### config.mk
export PLATFORM = sky130hd
export DESIGN_NAME = log_sample_packer
export DESIGN_NICKNAME = d
export VERILOG_FILES = /design/src/rtl/log_pkg.sv /design/src/rtl/log_decim.sv /design/src/rtl/log_sample_packer.sv
export SDC_FILE = /design/constraint.sdc
export NUM_CORES = 1
export LEC_CHECK = 0
export CAP_MARGIN = 0
export CORE_ASPECT_RATIO = 0.75
export CORE_MARGIN = 4
export CORE_UTILIZATION = 35
export DETAILED_ROUTE_END_ITERATION = 10
export GPL_ROUTABILITY_DRIVEN = 0
export HOLD_SLACK_MARGIN = 0.05
export PLACE_DENSITY = 0.6
export SLEW_MARGIN = 20
export SYNTH_ARGS = -nofsm -noshare
export SYNTH_HDL_FRONTEND = slang
export SYNTH_SLANG_ARGS = --single-unit
### constraint.sdc
create_clock -name clk -period 2.3 [get_ports clk]
set_clock_uncertainty 0.2 [all_clocks]
set_input_delay 0.23 -clock clk [delete_from_list [all_inputs] [get_ports clk]]
set_output_delay 0.23 -clock clk [all_outputs]
set_load 0.02 [all_outputs]
### src/rtl/log_pkg.sv
// Shared types and sizing for the sample logger packer.
// Build option: SAMPLE_MAG_EN selects 2-bit {sign,mag} samples instead of 1-bit sign samples.
package log_pkg;

  typedef enum logic [1:0] {
    IDLE    = 2'd0,
    ARMED   = 2'd1,
    CAPTURE = 2'd2,
    DONE    = 2'd3
  } log_state_e;

  localparam int unsigned LOG_WORD_W  = 16;
  localparam int unsigned LOG_DEPTH   = 1024;
  localparam int unsigned LOG_DECIM_W = 8;
  localparam int unsigned LOG_CNT_W   = 11;

`ifdef SAMPLE_MAG_EN
  localparam int unsigned LOG_BITS_PER_SAMPLE = 2;
`else
  localparam int unsigned LOG_BITS_PER_SAMPLE = 1;
`endif

  localparam int unsigned SAMPLES_PER_WORD = LOG_WORD_W / LOG_BITS_PER_SAMPLE;

endpackage

### src/rtl/log_decim.sv
// Decimation counter: passes 1 of (ratio+1) strobes; the first strobe after load is always taken.
module log_decim
  import log_pkg::*;
#(
  parameter int unsigned DECIM_W = LOG_DECIM_W
) (
  input  logic               clk,
  input  logic               rst,
  input  logic               load_i,
  input  logic [DECIM_W-1:0] ratio_i,
  input  logic               strobe_i,
  output logic               take_c_o
);

  logic [DECIM_W-1:0] cnt_q, cnt_d;

  assign take_c_o = strobe_i && !load_i && (cnt_q == '0);

  // Load clears to zero so the next strobe is taken; each take reloads the ratio.
  always_comb begin
    cnt_d = cnt_q;
    if (load_i) begin
      cnt_d = '0;
    end else if (strobe_i) begin
      cnt_d = (cnt_q == '0) ? ratio_i : cnt_q - DECIM_W'(1);
    end
  end

  always_ff @(posedge clk) begin
    if (rst) cnt_q <= '0;
    else     cnt_q <= cnt_d;
  end

endmodule

### src/rtl/log_sample_packer.sv
// Arm/trigger capture FSM that decimates IF samples, packs them into words and strobes the logger.
// Build option: SAMPLE_MAG_EN packs {sign,mag} pairs, 8 samples per word.
module log_sample_packer
  import log_pkg::*;
#(
  parameter int unsigned WORD_W  = LOG_WORD_W,
  parameter int unsigned DEPTH   = LOG_DEPTH,
  parameter int unsigned DECIM_W = LOG_DECIM_W
) (
  input  logic                 clk,
  input  logic                 rst,
  input  logic                 sample_en,
  input  logic                 sample_sign,
  input  logic                 sample_mag,
  input  logic                 arm,
  input  logic                 trigger,
  input  logic [DECIM_W-1:0]   decim,
  output logic                 wr,
  output logic [WORD_W-1:0]    dout,
  output logic                 busy,
  output logic                 done,
  output logic [LOG_CNT_W-1:0] word_cnt
);

  localparam int unsigned BPS    = LOG_BITS_PER_SAMPLE;
  localparam int unsigned SPW    = WORD_W / BPS;
  localparam int unsigned SCNT_W = $clog2(SPW);

  log_state_e             state_q;
  logic [DECIM_W-1:0]     decim_q;
  logic [WORD_W-1:0]      shift_q, shift_d;
  logic [SCNT_W-1:0]      scnt_q;
  logic [LOG_CNT_W-1:0]   word_cnt_q;
  logic [WORD_W-1:0]      dout_q;
  logic                   wr_q, busy_q, done_q;
  logic [BPS-1:0]         bits_c;
  logic                   strobe_c, load_c, take_c, last_c;

`ifdef SAMPLE_MAG_EN
  assign bits_c = {sample_sign, sample_mag};
`else
  logic unused_mag;
  assign unused_mag = sample_mag;
  assign bits_c     = sample_sign;
`endif

  // Arm wins over everything, so a strobe in the arm cycle is dropped.
  assign strobe_c = sample_en && !arm && (state_q == CAPTURE) &&
                    (word_cnt_q != LOG_CNT_W'(DEPTH));
  assign load_c   = arm || ((state_q == ARMED) && trigger);
  assign shift_d  = {shift_q[WORD_W-BPS-1:0], bits_c};
  assign last_c   = (scnt_q == SCNT_W'(SPW - 1));

  log_decim #(.DECIM_W(DECIM_W)) u_decim (
    .clk      (clk),
    .rst      (rst),
    .load_i   (load_c),
    .ratio_i  (decim_q),
    .strobe_i (strobe_c),
    .take_c_o (take_c)
  );

  always_ff @(posedge clk) begin
    if (rst) begin
      state_q    <= IDLE;
      decim_q    <= '0;
      shift_q    <= '0;
      scnt_q     <= '0;
      word_cnt_q <= '0;
      dout_q     <= '0;
      wr_q       <= 1'b0;
      busy_q     <= 1'b0;
      done_q     <= 1'b0;
    end else begin
      wr_q <= 1'b0;
      if (arm) begin
        state_q    <= ARMED;
        decim_q    <= decim;
        shift_q    <= '0;
        scnt_q     <= '0;
        word_cnt_q <= '0;
        busy_q     <= 1'b1;
        done_q     <= 1'b0;
      end else begin
        case (state_q)
          ARMED: begin
            if (trigger) state_q <= CAPTURE;
          end
          CAPTURE: begin
            if (take_c) begin
              shift_q <= shift_d;
              if (last_c) begin
                scnt_q     <= '0;
                dout_q     <= shift_d;
                wr_q       <= 1'b1;
                word_cnt_q <= word_cnt_q + LOG_CNT_W'(1);
                // Final word: leave CAPTURE on the same edge its wr is raised.
                if (word_cnt_q == LOG_CNT_W'(DEPTH - 1)) begin
                  state_q <= DONE;
                  busy_q  <= 1'b0;
                  done_q  <= 1'b1;
                end
              end else begin
                scnt_q <= scnt_q + SCNT_W'(1);
              end
            end
          end
          default: ;
        endcase
      end
    end
  end

  assign wr       = wr_q;
  assign dout     = dout_q;
  assign busy     = busy_q;
  assign done     = done_q;
  assign word_cnt = word_cnt_q;

endmodule
==> metrics.md <==
| Metric | Value |
|---|---|
| Post-synthesis sequential area ratio | `between 40% and 50%` |
| Net Sw Frac | `a little over a fifth` |
| Worst-Skew Late Latency | `0.32 ns` |
| Drt first pass iters | `4` |
| Seq. cell area | `about 1300 um2` |
| Outcome | `finished, final reports clean` |
| Leak | `1.51 nW` |
| Footprint of the multi-input gates | `between 1500 and 2000 um2` |
| Max stage delay cell, worst path | `or4b_4` |
| EDFF count, synth | `0` |
| RSZ-0062 raised after global routing | `true` |
| Family with the most delay on the worst path | `simple AND/OR/NAND/NOR gates` |
| Int Power | `2.06 mW` |
| Routed Wire Length | `about 8600 um` |
| YS warnings | `0` |
| Most used DFF post-synth | `dfxtp_1` |
| First-pass GRT wire length | `14200 um` |
| Fin crit period | `approximately 2.2 ns` |
| Pwr/cell area | `roughly 610 nW/um2` |
| Final Cell Area | `4320 um2` |
| Worst-case clock buffer depth | `2` |
| Layout cells sized above 1 | `20.6%` |
| Hold crit path type | `register to register` |
| Die area | `roughly 11000 um2` |
| CTS tree | `done` |
| Synthesized area | `between 3000 and 4000 um2` |
| GRT overflow | `0` |
| Detail Placement HPWL | `~5900 um` |
| CTS root buf | `clkbuf_16` |
| Total GRT Usage | `about 16%` |
| Mapped Cells | `363` |
| Filler cell count | `approximately 820` |
| Crit-path max cell delay | `0.50 ns` |
| Synth Area in Adders | `slightly below 2%` |
| Placed inst area | `between 3000 and 4000 um2` |
| CP Buf/Inv Count | `2` |
| Crit. End Element | `register` |
| Final Hold Viols | `0` |
| Main combinational cell family by area after synthesis | `compound AO/OA/AOI/OAI gates` |
| Post-synthesis xor/xnor area fraction | `0%` |
| Number of synthesized register bits | `67` |
| Worst vdd ir | `approximately 0.44 mV` |
| Starting DRT DRC Count | `240` |
| Via/cell ratio | `5.55` |
| Hold slack | `between 0.2 and 0.3 ns` |
| Htree depth | `3` |
| Max-slew violations | `0` |
| Initial antenna violation count | `0` |
| Largest net degree at the start of global routing | `40` |
| CTS sink cnt | `67` |
| CP Data Required Time | `roughly 2.4 ns` |
| Synthesis-to-finish area growth | `35.0%` |
| Ant. Diodes | `0` |
| Crit-path max FO | `26` |
| I/O Buffers | `43` |
| Clock slew at reported path FFs | `0.06 ns` |
| Max_cap viols | `0` |
| Syn avg cell area | `8.82 um2` |
| Gate power share | `under 10%` |
| F_max | `450 MHz` |
| Worst Path Arrival | `~2.3 ns` |
| Number of routed nets with antenna violations | `0` |
| DIE HEIGHT | `~90 um` |
| Setup crit start kind | `register` |
| Crit-path cells | `inv_1, ha_1, or4b_4, or3_4, buf_12, nand4_1, mux2i_1` |
| Max_slew headroom | `roughly three quarters` |
| # setup viols final | `0` |
| Vias in the first global route | `roughly 2800` |
| Fin crit share | `between 90% and 100%` |
| Total number of vias | `between 2000 and 3000` |
| Overall Power | `around 2.6 mW` |
| Async SR Flop Fraction | `0%` |
| Core Box Area | `about 8700 um2` |
| Mapped Nets | `383` |
| Psw | `0.570 mW` |
| Initial Util | `a little under two fifths` |
| Simple-gate share of the synthesized area | `between 20% and 30%` |
| Crit Path Class | `register to register` |
| Die W | `between 100 and 150 um` |
| CTS Buf Count | `9` |
| DRC Markers | `0` |
| Core Rows | `29` |
| Post-CTS Hold Fix Bufs | `0` |
| Post-synthesis compound-gate area fraction | `23.8%` |
| Clock network fraction of design power | `between 50% and 60%` |
| Drt wl/cell | `15.9 um` |
| Layout Nets | `447` |
| Top Ports | `45` |
| Reg power frac | `between 40% and 50%` |
| Tightest Pin Transition | `0.377 ns` |
| Synth cell types | `between 40 and 50` |
| Mux cell area share after synthesis | `under 10%` |
timing repair:
item | in CTS | in global routing
resized for setup | 0 | 5
buffers inserted | 0 | 2
setup endpoints to repair | 0 | 35
synthesized netlist by cell type (2+ instances only):
cell type  count  area share [%]
a21oi_1       37             5.8
a21oi_2        8             2.2
a311o_1        2            0.63
a311oi_1       2            0.55
a31oi_1        8             1.6
a41o_1         3            0.94
and3_1         6             1.2
buf_2         10             1.6
buf_4          3            0.70
clkbuf_1      19             2.2
dfxtp_1       67              42
ha_1           5             2.0
inv_1          8            0.94
mux2i_1       12             3.8
nand2_1       15             1.8
nand2b_1       3            0.59
nand3_1       35             5.5
nand3_2        8             2.5
nand4_1        2            0.39
nand4b_1       2            0.55
nor2_1        20             2.3
nor3_1         5            0.78
nor4_1         2            0.39
o21ai_0       22             3.4
o31ai_1       24             5.6
or2_2          2            0.39
or3_1          6             1.2
or4_1          6             1.4
worst min-delay path, cell delays in order (launching register included):
cell and delay [ns]:
dfxtp_1 0.31, nand3_2 0.06, a21oi_2 0.05
routing by layer:
layer  wire length, um  share of wire (%)  GRT usage, %
met1              4620                 54          23.5
met2              3600                 42          22.8
met3               308                3.6          4.95
met4                46               0.54          2.70
met5                 0                  0             0
logic make-up (layout without fill, tap and decap cells):
logic type,after synthesis,in the layout
AOI/OAI and AO/OA,116,116
adders and majority gates,5,5
buffers and inverters,42,111
DFF,67,67
muxes,12,12
and+or+nand+nor,121,121
worst paths after layout:
path | start | end | slack [ns] | cells after the start
worst max-delay path | word_cnt[0] | word_cnt[6] | 0.08 | 7
worst min-delay path | shift_q[14] | dout[15] | 0.26 | 2
worst max register to register | word_cnt[0] | word_cnt[6] | 0.08 | 7
worst min register to register | shift_q[14] | dout[15] | 0.26 | 2
state kept, by name, summed over array words and instances (netlist names):
register	count
dout	16
scnt_q	4
busy	1
done	1
state_q	2
shift_q	15
word_cnt	11
u_decim.cnt_q	8
wr	1
decim_q	8
final cells by class:
type / instances / area share (%)
Clock inverter: 7 / 1.59
Clock buffer: 9 / 5.21
Inverter: 8 / 0.695
Multi-Input combinational cell: 254 / 38.7
Timing Repair Buffer: 87 / 19.6
Sequential cell: 67 / 31.0
Tap cell: 108 / 3.13
metrics by stage:
step            TNS [ns]  setup slack [ns]  instances  util [%]
6_report               0            0.0795        540      49.8
2_1_floorplan          0            0.0330        363         -
4_1_cts                0           0.00429        537      49.2
3_5_place_dp      -0.951            -0.112        521      45.8
5_1_grt        -0.000338         -0.000338        540      49.8
3_3_place_gp      -0.492           -0.0912        521      45.8
cell usage in the layout (no fill, tap or decap), types with 2 or more instances in the layout:
cell,netlist,final
nor2_1,20,20
or4_1,6,6
and3_1,6,6
buf_6,1,2
dfxtp_1,67,67
o31ai_1,24,24
nand2b_1,3,3
buf_12,0,5
nand3_1,35,35
nor3_1,5,5
a31oi_1,8,8
buf_4,3,36
clkbuf_16,0,10
nand4_1,2,2
nand2_1,15,15
nand3_2,8,8
a311o_1,2,2
o21ai_0,22,22
clkdlybuf4s50_1,0,43
clkinvlp_4,0,2
nand4b_1,2,2
ha_1,5,4
or2_2,2,2
or3_1,6,5
a21oi_1,37,37
a41o_1,3,3
mux2i_1,12,12
inv_1,8,8
clkinv_2,0,3
a311oi_1,2,2
nor4_1,2,2
a21oi_2,8,8
power by group through the flow:
stage | sequential (mW) | combinational, mW | clock, mW
6_report | 1.18 | 0.111 | 1.34
5_1_grt | 1.18 | 0.120 | 1.44
2_1_floorplan | 1.20 | 0.0573 | 0
3_3_place_gp | 1.20 | 0.110 | 0
3_5_place_dp | 1.20 | 0.110 | 0
4_1_cts | 1.18 | 0.111 | 1.37
(Power assumes the default switching activity.)
